$ cat src/rtl/mem_arbiter.sv
// rtl/mem_arbiter.sv - two-port round-robin arbiter/sequencer for a single-port synchronous memory
//
// Purpose: serialises accesses from two masters onto one synchronous-read memory.
// Port 0 is the core fetch/load/store path; port 1 is a secondary master
// (loader, debug or DMA). Each transaction is IDLE -> ISSUE -> [WAIT] -> ACK.
//
// Ports:
//   clk, reset            clock and asynchronous active-high reset
//   mN_req/we/addr/       request from master N, held stable until mN_ack
//   wdata/wmask
//   mN_ack                one-cycle completion pulse
//   mN_rdata              read data, held until master N's next read completes
//   mem_en/we/addr/       registered memory strobe and access fields
//   wdata/wmask
//   mem_rdata             memory read data, valid RD_LAT cycles after mem_en
//   busy, grant           transaction in flight / owning port

module mem_arbiter #(
  parameter int RD_LAT = 1,
  parameter int ADDR_W = 32,
  parameter int DATA_W = 32
) (
  input  logic                clk,
  input  logic                reset,
  input  logic                m0_req,
  input  logic                m0_we,
  input  logic [ADDR_W-1:0]   m0_addr,
  input  logic [DATA_W-1:0]   m0_wdata,
  input  logic [DATA_W/8-1:0] m0_wmask,
  output logic                m0_ack,
  output logic [DATA_W-1:0]   m0_rdata,
  input  logic                m1_req,
  input  logic                m1_we,
  input  logic [ADDR_W-1:0]   m1_addr,
  input  logic [DATA_W-1:0]   m1_wdata,
  input  logic [DATA_W/8-1:0] m1_wmask,
  output logic                m1_ack,
  output logic [DATA_W-1:0]   m1_rdata,
  output logic                mem_en,
  output logic                mem_we,
  output logic [ADDR_W-1:0]   mem_addr,
  output logic [DATA_W-1:0]   mem_wdata,
  output logic [DATA_W/8-1:0] mem_wmask,
  input  logic [DATA_W-1:0]   mem_rdata,
  output logic                busy,
  output logic                grant
);

  typedef enum logic [1:0] {IDLE, ISSUE, WAIT, ACK} state_e;

  state_e                state_q;
  logic                  last_grant_q;
  logic                  grant_q;
  logic                  busy_q;
  logic [2:0]            cnt_q;
  logic                  mem_en_q;
  logic                  mem_we_q;
  logic [ADDR_W-1:0]     mem_addr_q;
  logic [DATA_W-1:0]     mem_wdata_q;
  logic [DATA_W/8-1:0]   mem_wmask_q;
  logic                  m0_ack_q;
  logic                  m1_ack_q;
  logic [DATA_W-1:0]     m0_rdata_q;
  logic [DATA_W-1:0]     m1_rdata_q;

  // Winner selection: a lone requester wins; on a tie the port that did not
  // win last time goes, which gives strict alternation under contention.
  logic                  any_req_d;
  logic                  win_d;
  logic                  sel_we_d;
  logic [ADDR_W-1:0]     sel_addr_d;
  logic [DATA_W-1:0]     sel_wdata_d;
  logic [DATA_W/8-1:0]   sel_wmask_d;

  always_comb begin
    any_req_d   = m0_req | m1_req;
    win_d       = (m0_req & m1_req) ? ~last_grant_q : m1_req;
    sel_we_d    = win_d ? m1_we    : m0_we;
    sel_addr_d  = win_d ? m1_addr  : m0_addr;
    sel_wdata_d = win_d ? m1_wdata : m0_wdata;
    sel_wmask_d = win_d ? m1_wmask : m0_wmask;
  end

  always_ff @(posedge clk or posedge reset) begin
    if (reset) begin
      state_q      <= IDLE;
      last_grant_q <= 1'b1;
      grant_q      <= 1'b0;
      busy_q       <= 1'b0;
      cnt_q        <= 3'd0;
      mem_en_q     <= 1'b0;
      mem_we_q     <= 1'b0;
      mem_addr_q   <= '0;
      mem_wdata_q  <= '0;
      mem_wmask_q  <= '0;
      m0_ack_q     <= 1'b0;
      m1_ack_q     <= 1'b0;
      m0_rdata_q   <= '0;
      m1_rdata_q   <= '0;
    end else begin
      // Strobes default low so each is a single-cycle pulse.
      mem_en_q <= 1'b0;
      m0_ack_q <= 1'b0;
      m1_ack_q <= 1'b0;
      case (state_q)
        IDLE: begin
          if (any_req_d) begin
            grant_q      <= win_d;
            last_grant_q <= win_d;
            mem_we_q     <= sel_we_d;
            mem_addr_q   <= sel_addr_d;
            mem_wdata_q  <= sel_wdata_d;
            mem_wmask_q  <= sel_wmask_d;
            mem_en_q     <= 1'b1;
            busy_q       <= 1'b1;
            state_q      <= ISSUE;
          end
        end
        ISSUE: begin
          if (mem_we_q) begin
            m0_ack_q <= ~grant_q;
            m1_ack_q <= grant_q;
            state_q  <= ACK;
          end else begin
            cnt_q   <= 3'(RD_LAT);
            state_q <= WAIT;
          end
        end
        WAIT: begin
          cnt_q <= cnt_q - 3'd1;
          // Count of 1 marks the cycle mem_rdata is valid.
          if (cnt_q == 3'd1) begin
            if (grant_q) begin
              m1_rdata_q <= mem_rdata;
              m1_ack_q   <= 1'b1;
            end else begin
              m0_rdata_q <= mem_rdata;
              m0_ack_q   <= 1'b1;
            end
            state_q <= ACK;
          end
        end
        ACK: begin
          // Requests are not sampled here; a held req restarts from IDLE.
          busy_q  <= 1'b0;
          state_q <= IDLE;
        end
        default: state_q <= IDLE;
      endcase
    end
  end

  assign m0_ack    = m0_ack_q;
  assign m1_ack    = m1_ack_q;
  assign m0_rdata  = m0_rdata_q;
  assign m1_rdata  = m1_rdata_q;
  assign mem_en    = mem_en_q;
  assign mem_we    = mem_we_q;
  assign mem_addr  = mem_addr_q;
  assign mem_wdata = mem_wdata_q;
  assign mem_wmask = mem_wmask_q;
  assign busy      = busy_q;
  assign grant     = grant_q;

endmodule

$ cat config.mk
export PLATFORM = sky130hd
export DESIGN_NAME = mem_arbiter
export DESIGN_NICKNAME = d
export VERILOG_FILES = /design/src/rtl/mem_arbiter.sv
export SDC_FILE = /design/constraint.sdc
export NUM_CORES = 1
export LEC_CHECK = 0
export BUFFER_PORTS_ARGS = -buffer_cell sky130_fd_sc_hd__buf_2
export CAP_MARGIN = 40
export CORE_MARGIN = 2
export CORE_UTILIZATION = 40
export CTS_BUF_LIST = sky130_fd_sc_hd__clkbuf_8 sky130_fd_sc_hd__clkbuf_16
export CTS_CLUSTER_SIZE = 24
export DETAILED_ROUTE_END_ITERATION = 10
export GPL_TIMING_DRIVEN = 0
export HOLD_SLACK_MARGIN = 0.08
export PLACE_DENSITY_LB_ADDON = 0.08
export SYNTH_ARGS = -nofsm -noshare
export SYNTH_HDL_FRONTEND = slang
export SYNTH_SLANG_ARGS = --single-unit
$ cat constraint.sdc
create_clock -name clk -period 5.1 [get_ports clk]
set_input_delay 0.51 -clock clk [delete_from_list [all_inputs] [get_ports clk]]
set_output_delay 0.51 -clock clk [all_outputs]
set_load 0.02 [all_outputs]
======== Word level (Yosys, flattened, before mapping) ========
Cells that the tools add are included.
word-level totals
  output and inout port bits .............. 138
  bits in registers ....................... 144
cells by class
  reduce and logical (&&, ||, !) cells .... 9
  multiplexer cells ....................... 23
  bitwise operators ....................... 4
  add/subtract/negate cells ............... 1
  equality and inequality tests ........... 7
operators with widths
  cell                                              count
  two-way mux 32 bit                                2
  two-way mux 1 bit                                 12
  case mux 2 bit (4 select lines)                   1
  AND reduction 2 bit                               4
  inequality test 2 bit, second input constant      3
  case mux 1 bit (2 select lines)                   3
  case mux 3 bit (2 select lines)                   1
  AND reduction 3 bit                               2
  == test 2 bit, second input constant              2
  two-way mux 2 bit                                 2
  two-way mux 4 bit                                 1
  nonzero test 2 bit                                2
  == test 3 x 1 -> 1 bit, second input constant     1
  two-way mux 3 bit                                 1
  subtractor 3 x 1 -> 3 bit, second input constant  1
  == test 2 x 1 -> 1 bit, second input constant     1
  zero test 2 bit                                   1
  inverter 1 bit                                    2
  bitwise AND 1 bit                                 1
  bitwise OR 1 bit                                  1

======== Logic depth before layout (Yosys ltp) ========
  depth in word-level cells ............... 3
  depth in mapped cells ................... 8
  gate-level depth less buffers ........... 6

======== Least setup slack after synthesis ========
OpenSTA, ideal clock, no wires.
  kind .................................... register to register
  start ................................... register state_q[0]
  end ..................................... register m0_rdata_q[0], in the netlist m0_rdata[0]
  cell stages (with the launch flop) ...... 8
  setup slack ............................. 3321 ps
  required time ........................... 4975 ps
  arrival ................................. 1654 ps
  cell sequence ........................... dfrtp_1 > inv_1 > ha_1 > and3b_1 > and2_1 > buf_6 > buf_6 > mux2_4
on the way
  cells in the longest elaborated chain, start to end .. 2
RTL lines
  what                           RTL line  text
  start: declaration             51        state_e state_q;
  start signal: assignment       86        state_q <= IDLE;
  start signal: assignment       116       state_q <= ISSUE;
  start signal: assignment       123       state_q <= ACK;
  == test 2 bit                  105       case (state_q)
  AND reduction 3 bit (no line)  n/a
  end signal: assignment         137       m0_rdata_q <= mem_rdata;
  end: declaration               63        logic [DATA_W-1:0] m0_rdata_q;
No other way between the ends.
A chain may end at the register's enable or synchronous reset.

======== Worst setup path in the final report ========
  start ................................... register state_q[0]
  end ..................................... register mem_wdata_q[3], in the netlist mem_wdata[3]
on the way
  cells in the longest elaborated chain, start to end .. 2
RTL lines
  what                           RTL line  text
  zero test 2 bit                105
  AND reduction 2 bit (no line)  n/a
  end signal: assignment         112       mem_wdata_q <= sel_wdata_d;
  end: declaration               59        logic [DATA_W-1:0] mem_wdata_q;
No other way between the ends.

==> run metrics <==
number of diodes 0; CTS tree built; grt met2 use 33.8%; Clock Skew 0.00923 ns; arrival time at the worst endpoint 2.36 ns; met3 usage 6.24%; Least-Margin Pin Slew 0.654 ns; mean area per synthesized cell 12.6 sq um; Clock Sinks 144; Highest Clock Rate 0.490 GHz; Reg2Reg Depth 8; min Tclk post-route 2.04 ns; Routed WL 16.6 mm; Syn Nets 673; # DRC 0; Synth Instances 492; Max-slew headroom 56.4%; Tot Pwr 0.00592 W; outcome finished, final reports clean; unrepaired setup endpoints after global routing false; Root Buffer clkbuf_16; Lkg Pwr 4.71 nW; Hold Crit Class input pin to asynchronous set/reset pin; Via Count 4,933; nets@finish 1,004; crit share post-route 40.0%; Yosys warnings 0; Routed wire per std cell 16.2 um; peak supply drop 0.000255 V; register clock-pin slew on the reported worst setup and hold paths 0.06 ns; fraction of layout cells with a size suffix above 1 51.4%; largest net degree at the start of global routing 77; Setup TNS 0 ns; Routed Antenna Nets 0; Most Used Layer, Global Route met2; Post-Synthesis Cell Area 0.00622 sq mm; drt first pass iters 4; dpl cell area 0.00805 sq mm; met1 usage 23.9%; hold_buf cts 0; Die W 129 um; global-route wire length before repair 25.6 mm; Critical path destination mem_wdata[3]$_DFFE_PP0P_; grt total ovfl 0; PD cells 682 mW/mm^2; final instance area 0.00867 sq mm; initial core utilization 40.9%; Clk Latency, worst-skew pair 0.41 ns; Yosys cell types 30; vias in the first global route 4,965; final setup fails 0; GRT Total Usage 19.9%; clock buffer depth 2; Setup Fix Bufs, Post-CTS 0; core footprint 0.0152 sq mm; # rows 45; reg2reg start state_q[0]$_DFFE_PP0P_; crit path capture type flip-flop; DP HPWL 12.9 mm; setup slack, reg-to-reg 3.06 ns; initial antenna violation count 0; crit path max fanout 10; Max Cap Viol 0; Post-CTS Resized 0; critical path class flip-flop to flip-flop; number of vias per cell 4.83; CP Launch Point state_q[0]$_DFFE_PP0P_; GP Congestion 0.794; Required @ worst endpoint 5.41 ns; area grow syn2layout 39.4%; register area share after synthesis 57.9%; Iter 0 DRT Violations 140; CTS H-tree depth 4; IO Port Bufs 311; Final Hold Fails 0; die height 129 um; worst r2r dst mem_wdata[3]$_DFFE_PP0P_; DIE AREA 0.0166 sq mm; nature of the critical path startpoint flip-flop; total CTS buffers 17; register bit count reported by yosys 144; IO Count 312; Hold WS 0.185 ns; Slew Viols, Final 0
[routing by layer]
metal	share of wire [%]	vias to the layer above
met3	7.8	26
met5	0	-
met1	41	2340
met4	1.9	0
li1	-	2364
met2	49	203
[power breakdown]
| group | internal, W | switching, W | total (W) |
|---|---|---|---|
| logic | 0.00105 | 0.00155 | 0.00260 |
| registers | 0.00172 | 0.000290 | 0.00201 |
| clock network | 0.000851 | 0.000458 | 0.00131 |
[registers in the layout, indices dropped and copies added (netlist names), 2 cells and up]
name and count:
mem_wdata 32, mem_wmask 4, m1_rdata 32, m0_rdata 32, mem_addr 32, cnt_q 3, state_q 2
[cell usage in the layout (no fill, tap or decap), types with 3 or more instances in the layout]
cell,instances
a21oi_1,4
buf_2,319
buf_4,6
buf_6,4
bufinv_16,4
clkbuf_1,10
clkbuf_16,17
clkbuf_8,3
clkinv_2,3
dfrtp_1,143
ha_1,7
inv_1,7
mux2_2,36
mux2_4,30
mux2i_1,69
nand2_1,73
nor2_1,4
o21ai_0,71
[critical path: stages, from the launching register on]
cell and delay, ns:
dfrtp_1 0.41, inv_1 0.11, ha_1 0.27, o21ai_1 0.20, buf_2 0.29, buf_2 0.26
buf_2 0.24, nand2_1 0.07, o21ai_0 0.08
[worst min path at each step]
| stage | end | from |
|---|---|---|
| after floorplan | cnt_q[1]$_DFFE_PP0P_ | cnt_q[1]$_DFFE_PP0P_ |
| after global placement | mem_addr[12]$_DFFE_PP0P_ | mem_addr[12]$_DFFE_PP0P_ |
| after detailed placement | mem_wdata[10]$_DFFE_PP0P_ | mem_wdata[10]$_DFFE_PP0P_ |
| after CTS | m0_rdata[17]$_DFFE_PP0P_ | reset |
| after global routing | m1_rdata[17]$_DFFE_PP0P_ | reset |
| final | m1_rdata[17]$_DFFE_PP0P_ | reset |
[through the flow]
| stage | setup slack [ns] | utilization [%] | std cells |
|---|---|---|---|
| finish | 3.06 | 57.1 | 1022 |
| global route | 2.82 | 57.1 | 1022 |
| CTS | 3.03 | 57.1 | 1022 |
| detailed placement | 3.05 | 52.9 | 992 |
| global placement | -0.826 | 52.7 | 991 |
| floorplan | 0.725 | - | 492 |
[cells by family after synthesis]
logic type | after synthesis | share of synthesized area [%]
compound gates | 84 | 7.10
simple gates | 84 | 5.43
mux | 135 | 24.8
fa+ha+maj | 7 | 1.41
flops | 144 | 57.9
buf+inv | 38 | 3.30
[final cells by class]
cell class	count	area, sq um
plain buffers	30	175
well taps	188	235
clock buffers	20	467
fillers	1365	6530
repair buffers	312	1580
flip-flops and latches	144	3600
multi-input cells	310	2410
inverters	8	35.0
clock inverters	10	160
[synth_stat cells, drive strengths merged]
cell       n  area share (%)
o21ai     73             5.9
and2       1            0.10
and3b      1            0.14
ha         7             1.4
o22ai      1            0.10
and3       1            0.10
mux2i     69              11
buf       20             2.2
a22o       1            0.14
nand2     73             4.4
a211oi     1            0.12
o2bb2ai    1            0.14
nor2b      1            0.10
a31oi      1            0.10
dfrtp    143              57
a21bo      1            0.16
a21oi      4            0.32
inv        8            0.48
nor3b      2            0.24
nor2       4            0.24
nand2b     1            0.10
clkbuf    10            0.60
dfstp      1            0.42
a2bb2oi    1            0.14
mux2      66              14
Power figures use the tool's default switching activity.
